**config.mk**
```make
export PLATFORM = sky130hd
export DESIGN_NAME = dup_dealer_flat
export DESIGN_NICKNAME = d
export VERILOG_FILES = /design/src/rtl/dup_dealer_if.sv /design/src/rtl/dup_dealer.sv /design/src/flat_wrapper.sv
export SDC_FILE = /design/constraint.sdc
export NUM_CORES = 1
export LEC_CHECK = 0
export ABC_CLOCK_PERIOD_IN_PS = 2400
export BUFFER_PORTS_ARGS = -buffer_cell sky130_fd_sc_hd__buf_2
export CAP_MARGIN = 15
export CORE_ASPECT_RATIO = 1.2
export CORE_MARGIN = 2
export CORE_UTILIZATION = 40
export CTS_CLUSTER_DIAMETER = 150
export DETAILED_ROUTE_END_ITERATION = 10
export PLACE_DENSITY = 0.67
export SYNTH_ARGS = -nofsm -noshare
export SYNTH_HDL_FRONTEND = slang
export SYNTH_SLANG_ARGS = --single-unit
```
**constraint.sdc**
```tcl
create_clock -name clock -period 2.4 [get_ports clock]
set_input_delay 0.36 -clock clock [delete_from_list [all_inputs] [get_ports clock]]
set_output_delay 0.36 -clock clock [all_outputs]
set_load 0.01 [all_outputs]
```
**src/rtl/dup_dealer_if.sv**
```systemverilog
// Player/judge-facing signals of the double-up dealer.
// The master side is the environment that presses buttons and judges; the slave side is the dealer.
interface dup_dealer_if;
   logic        bet_c;
   logic        start;
   logic [15:0] base_pay;
   logic        btn_high;
   logic        btn_low;
   logic        btn_take;
   logic [1:0]  highlow_r;
   logic [3:0]  Dnum0;
   logic [3:0]  Dnum1;
   logic [1:0]  highlow;
   logic [15:0] payout;
   logic [1:0]  rounds;
   logic        busy;
   logic        done;
   logic        lost;

   modport master (
      output bet_c, start, base_pay, btn_high, btn_low, btn_take, highlow_r,
      input  Dnum0, Dnum1, highlow, payout, rounds, busy, done, lost
   );

   modport slave (
      input  bet_c, start, base_pay, btn_high, btn_low, btn_take, highlow_r,
      output Dnum0, Dnum1, highlow, payout, rounds, busy, done, lost
   );
endinterface

```
**src/rtl/dup_dealer.sv**
```systemverilog
// Double-up card dealer: deals two cards from a free-running LFSR, takes a high/low guess,
// asks an external judge for a verdict and doubles or holds the stake for up to three rounds.
//
// state | meaning
// IDLE  | no session; waiting for start
// DRAW0 | drawing the face-up card
// DRAW1 | drawing the hidden card
// WAIT  | waiting for a player button
// ISSUE | guess presented to the judge for one cycle
// EVAL  | consuming the judge verdict
// DONE  | one-cycle end-of-session pulse
module dup_dealer (
   input logic         clock,
   input logic         reset_c,
   dup_dealer_if.slave bus
);

   typedef enum logic [2:0] {
      IDLE  = 3'd0,
      DRAW0 = 3'd1,
      DRAW1 = 3'd2,
      WAIT  = 3'd3,
      ISSUE = 3'd4,
      EVAL  = 3'd5,
      DONE  = 3'd6
   } state_t;

   state_t      state;
   logic [7:0]  lfsr;
   logic        eval_wait;
   logic        card_ok;
   logic [15:0] doubled;
   logic [1:0]  rounds_inc;

   // Only 1..13 is a legal card; 0, 14 and 15 cause a retry on the next LFSR value.
   assign card_ok    = (lfsr[3:0] != 4'd0) && (lfsr[3:0] <= 4'd13);
   assign doubled    = bus.payout[15] ? 16'hFFFF : {bus.payout[14:0], 1'b0};
   assign rounds_inc = bus.rounds + 2'd1;

   always_ff @(posedge clock or negedge reset_c) begin
      if (!reset_c) begin
         lfsr <= 8'hA5;
      end else begin
         lfsr <= {lfsr[6:0], lfsr[7] ^ lfsr[5] ^ lfsr[4] ^ lfsr[3]};
      end
   end

   always_ff @(posedge clock or negedge reset_c) begin
      if (!reset_c) begin
         state       <= IDLE;
         eval_wait   <= 1'b0;
         bus.Dnum0   <= 4'd0;
         bus.Dnum1   <= 4'd0;
         bus.highlow <= 2'b00;
         bus.payout  <= 16'd0;
         bus.rounds  <= 2'd0;
         bus.busy    <= 1'b0;
         bus.done    <= 1'b0;
         bus.lost    <= 1'b0;
      end else begin
         bus.done <= 1'b0;
         if (!bus.bet_c) begin
            // Abort: silent return to IDLE, stake forfeited, no end pulse.
            state       <= IDLE;
            eval_wait   <= 1'b0;
            bus.highlow <= 2'b00;
            bus.payout  <= 16'd0;
            bus.rounds  <= 2'd0;
            bus.busy    <= 1'b0;
         end else begin
            case (state)
               IDLE: begin
                  if (bus.start) begin
                     state      <= DRAW0;
                     bus.payout <= bus.base_pay;
                     bus.rounds <= 2'd0;
                     bus.lost   <= 1'b0;
                     bus.Dnum0  <= 4'd0;
                     bus.Dnum1  <= 4'd0;
                     bus.busy   <= 1'b1;
                  end
               end
               DRAW0: begin
                  if (card_ok) begin
                     bus.Dnum0 <= lfsr[3:0];
                     state     <= DRAW1;
                  end
               end
               DRAW1: begin
                  if (card_ok) begin
                     bus.Dnum1 <= lfsr[3:0];
                     state     <= WAIT;
                  end
               end
               WAIT: begin
                  if (bus.btn_take) begin
                     state    <= DONE;
                     bus.done <= 1'b1;
                  end else if (bus.btn_high && !bus.btn_low) begin
                     bus.highlow <= 2'b01;
                     state       <= ISSUE;
                  end else if (bus.btn_low && !bus.btn_high) begin
                     bus.highlow <= 2'b10;
                     state       <= ISSUE;
                  end
               end
               ISSUE: begin
                  bus.highlow <= 2'b00;
                  eval_wait   <= 1'b0;
                  state       <= EVAL;
               end
               EVAL: begin
                  if (bus.highlow_r == 2'b01 || bus.highlow_r == 2'b10) begin
                     if (bus.highlow_r == 2'b01) begin
                        bus.payout <= doubled;
                     end
                     bus.rounds <= rounds_inc;
                     if (rounds_inc == 2'd3) begin
                        state    <= DONE;
                        bus.done <= 1'b1;
                     end else begin
                        // The hidden card becomes the next face-up card.
                        bus.Dnum0 <= bus.Dnum1;
                        bus.Dnum1 <= 4'd0;
                        state     <= DRAW1;
                     end
                  end else if (bus.highlow_r == 2'b00 && !eval_wait) begin
                     eval_wait <= 1'b1;
                  end else begin
                     // Explicit loss, or judge silent for two cycles.
                     bus.payout <= 16'd0;
                     bus.lost   <= 1'b1;
                     state      <= DONE;
                     bus.done   <= 1'b1;
                  end
               end
               DONE: begin
                  state    <= IDLE;
                  bus.busy <= 1'b0;
               end
               default: begin
                  state    <= IDLE;
                  bus.busy <= 1'b0;
               end
            endcase
         end
      end
   end

endmodule
```
**src/flat_wrapper.sv**
```systemverilog
// flat-port wrapper written by rule: the top's interface ports become plain ports
module dup_dealer_flat 
  (clock, reset_c, bus_bet_c, bus_start, bus_base_pay, bus_btn_high, bus_btn_low, bus_btn_take, bus_highlow_r, bus_Dnum0, bus_Dnum1, bus_highlow, bus_payout, bus_rounds, bus_busy, bus_done, bus_lost);
  dup_dealer_if bus_i ();
  input logic clock;
  input logic reset_c;
  input wire logic [$bits(bus_i.bet_c)-1:0] bus_bet_c;
  input wire logic [$bits(bus_i.start)-1:0] bus_start;
  input wire logic [$bits(bus_i.base_pay)-1:0] bus_base_pay;
  input wire logic [$bits(bus_i.btn_high)-1:0] bus_btn_high;
  input wire logic [$bits(bus_i.btn_low)-1:0] bus_btn_low;
  input wire logic [$bits(bus_i.btn_take)-1:0] bus_btn_take;
  input wire logic [$bits(bus_i.highlow_r)-1:0] bus_highlow_r;
  output wire logic [$bits(bus_i.Dnum0)-1:0] bus_Dnum0;
  output wire logic [$bits(bus_i.Dnum1)-1:0] bus_Dnum1;
  output wire logic [$bits(bus_i.highlow)-1:0] bus_highlow;
  output wire logic [$bits(bus_i.payout)-1:0] bus_payout;
  output wire logic [$bits(bus_i.rounds)-1:0] bus_rounds;
  output wire logic [$bits(bus_i.busy)-1:0] bus_busy;
  output wire logic [$bits(bus_i.done)-1:0] bus_done;
  output wire logic [$bits(bus_i.lost)-1:0] bus_lost;
  assign bus_i.bet_c = bus_bet_c;
  assign bus_i.start = bus_start;
  assign bus_i.base_pay = bus_base_pay;
  assign bus_i.btn_high = bus_btn_high;
  assign bus_i.btn_low = bus_btn_low;
  assign bus_i.btn_take = bus_btn_take;
  assign bus_i.highlow_r = bus_highlow_r;
  assign bus_Dnum0 = bus_i.Dnum0;
  assign bus_Dnum1 = bus_i.Dnum1;
  assign bus_highlow = bus_i.highlow;
  assign bus_payout = bus_i.payout;
  assign bus_rounds = bus_i.rounds;
  assign bus_busy = bus_i.busy;
  assign bus_done = bus_i.done;
  assign bus_lost = bus_i.lost;
  dup_dealer u_core (.clock(clock), .reset_c(reset_c), .bus(bus_i));
endmodule
```
==> impl_metrics.ini <==
[run_status]
status = completed

[synthesis]
synth_top_cell_area_share_pct = 44.4
syn_area_um2 = 2200
netlist_top_cells_area = dfrtp_1 (44%), a31oi_1 (4.8%), dfstp_2 (4.8%)
synthFlopType = dfrtp_1
yosys_warnings = 0
syn-num-nets = 253
synth_top_family_by_area = compound AO/OA/AOI/OAI gates
synthSimpleGateAreaFrac_pct = 16.4
muxShareOfSynthArea_pct = 6.15
synth_xor_area_share_pct = 1.20
synth_seq_area_share_pct = 49.2
ys_types = 45
synthCells = 223
synth_edf_count = 0
avgSynthCellArea_um2 = 9.85
synth_compound_area_share_pct = 18.8
yosys.area_share.adder_pct = 2.85
async_flop_share_pct = 100
yosys.area.top_type = dfrtp_1
synth-seq-cells = 43

[global_routing]
grt_usage_pct = 16.9
grt_pass1_vias = 1720
grt_antenna_before_repair = 0
grt_max_degree = 33
overflow = 0
grt_pass1_wl_mm = 8.26

[finish]
final_nets = 312
fill_cells = 514
syn2layout_area_growth_pct = 20.3
diodes = 0
final_cells = 345
utilization_pct = 49.9
final_layout_size_suffix_gt1_share_pct = 30.7

[drt]
totalWireLength_mm = 4.92
wl_met1_mm = 2.23
wl_met3_um = 308
avgViaCountPerCell = 5.41
dr_total_vias = 1866
antenna_left = 0
met2WireLength_mm = 2.33
drc = 0
drt_pass1_iterations = 4
drt_first_iter_violations = 85
top_layer = met4
routedWlPerCell_um = 14.3

[place]
gp_congestion = 0.789
dp_slack_ps = 130
port_buffers = 55
dp_hpwl_mm = 3.58
dp.cells = 337

[floorplanning]
rows = 29
dieWidth_um = 71.7
ios = 56
dieArea_um2 = 6100
dieHeight_um = 85.2
start_util_pct = 41.5
core_region_area_um2 = 5300

[sta]
slew_headroom_pct = 25.6
finalSetupViolCount = 0
grt_setup_unrepaired = false
slew_viol_final = 0
fin_tns_setup_ps = 0
fin_crit_ps = 2160
tightest_slew_ps = 1110
skew_ps = 12.8
fin_ws_ps = 245
fmax_mhz = 464
fin_crit_sh_pct = 89.8
finalHoldViolCount = 0

[clock_network]
post_cts_buffers = 0
post_cts_resized = 0
worstSkewPairLatency_ps = 300
numCtsBuffers = 5
cts.reportedPaths.clkPinSlew_ps = 90
htree_num_levels = 2
cts_tree = built
cts_sinks = 43
holdBufCountCts = 0
root_buffer = clkbuf_8
clockBufferDepth = 2

[critical_path]
crit_required_ps = 2600
cp_cell_sequence = nand3b_2 -> o311ai_4 -> o21ai_1 -> a22oi_1
crit_type = reg -> reg
crit_path_top_delay_cell = o311ai_4
cp-start-kind = flip-flop
max_stage_delay_ps = 910
cp.arrival_ps = 2360
worstPathMaxFanout = 32
end_kind = flip-flop

[run]
cap_viol_max_count = 0

[power]
p_leak_nw = 1.26
power_density_nw_per_um2 = 550
irDropWorstVdd_mv = 0.298

[hold_path]
hold_path_class = in -> async
report_power, final:
part           internal, mW  total (mW)  switching, mW
combinational        0.0892       0.205          0.116
sequential            0.758       0.796         0.0380
clock                 0.204       0.453          0.250
state kept, by name, indices dropped and copies added, names as in the netlist:
| register | cells |
|---|---|
| u_core.bus.Dnum0 | 4 |
| u_core.bus.done | 1 |
| u_core.bus.busy | 1 |
| u_core.eval_wait | 1 |
| u_core.state | 3 |
| u_core.bus.payout | 16 |
| u_core.bus.rounds | 2 |
| u_core.bus.highlow | 2 |
| u_core.bus.lost | 1 |
| u_core.bus.Dnum1 | 4 |
| u_core.lfsr | 8 |
through the flow:
step | cell area, um^2 | hold WS [ps] | total power, mW
after detailed placement | 2560 | 342 | 1.02
after global routing | 2640 | 86.8 | 1.53
after floorplan | 2200 | 64.4 | 0.918
after global placement | 2560 | 336 | 1.01
after CTS | 2640 | 58.2 | 1.47
final | 2640 | 39.5 | 1.45
cell usage after synthesis, types with 2 or more instances:
cell type	n
nand3_1	4
o31ai_1	2
o21ai_0	20
ha_1	5
nand3b_1	2
nor2_1	22
buf_2	5
clkbuf_1	6
a22oi_1	2
dfstp_2	4
mux2i_1	9
dfrtp_1	39
mux2_2	4
o211ai_1	2
inv_1	14
and3_1	3
a21oi_1	4
nand2_1	24
a31oi_1	17
nor3b_1	2
nor2b_1	8
xnor2_1	2
critical path: cells and delay by family, from the launching register on:
kind | cells | cell delay, ps
DFF | 1 | 610
AOI/OAI and AO/OA | 3 | 1280
and+or+nand+nor | 1 | 170
routing by layer:
metal / GRT usage, % / vias up
met5: 0 / -
met4: 4.63 / 0
met3: 4.16 / 5
met2: 26.5 / 52
met1: 23.4 / 905
li1: - / 904
cells by family (layout without fill, tap and decap cells):
group | after synthesis | in the layout
and+or+nand+nor | 72 | 72
AOI/OAI and AO/OA | 60 | 60
DFF | 43 | 43
buffers and inverters | 27 | 87
muxes | 13 | 13
adders and majority gates | 5 | 5
xor gates and xnor gates | 3 | 3
final timing paths:
| check | start | to | slack (ps) | cells after the start |
|---|---|---|---|---|
| min | reset_c | u_core.state[0] | 40 | 1 |
| min reg2reg | u_core.lfsr[6] | u_core.lfsr[7] | 370 | 0 |
| max | u_core.state[2] | u_core.bus.payout[15] | 240 | 4 |
| min in group clock | bus_base_pay[11] | u_core.bus.payout[11] | 310 | 3 |
| max in group asynchronous | reset_c | u_core.lfsr[5] | 1700 | 2 |
| max reg2reg | u_core.state[2] | u_core.bus.payout[15] | 240 | 4 |
cells in the final DEF, fill, tap and decap left out, types with 5 or more instances in the layout:
cell type   n
mux2i_1     9
buf_4      10
clkbuf_8    5
nor2_1     22
nor2b_1     8
dfrtp_1    39
a31oi_1    17
ha_1        5
inv_1      14
buf_2      55
nand2_1    24
o21ai_0    20
final cells by class:
type	count	area, um^2	area share [%]
well taps	62	77.6	2.93
repair buffers	65	350	13.3
clock buffers	6	72.6	2.74
inverters	14	52.6	1.99
flip-flops and latches	43	1080	40.9
clock inverters	2	12.5	0.473
multi-input cells	153	997	37.7
Power figures use the tool's default switching activity.
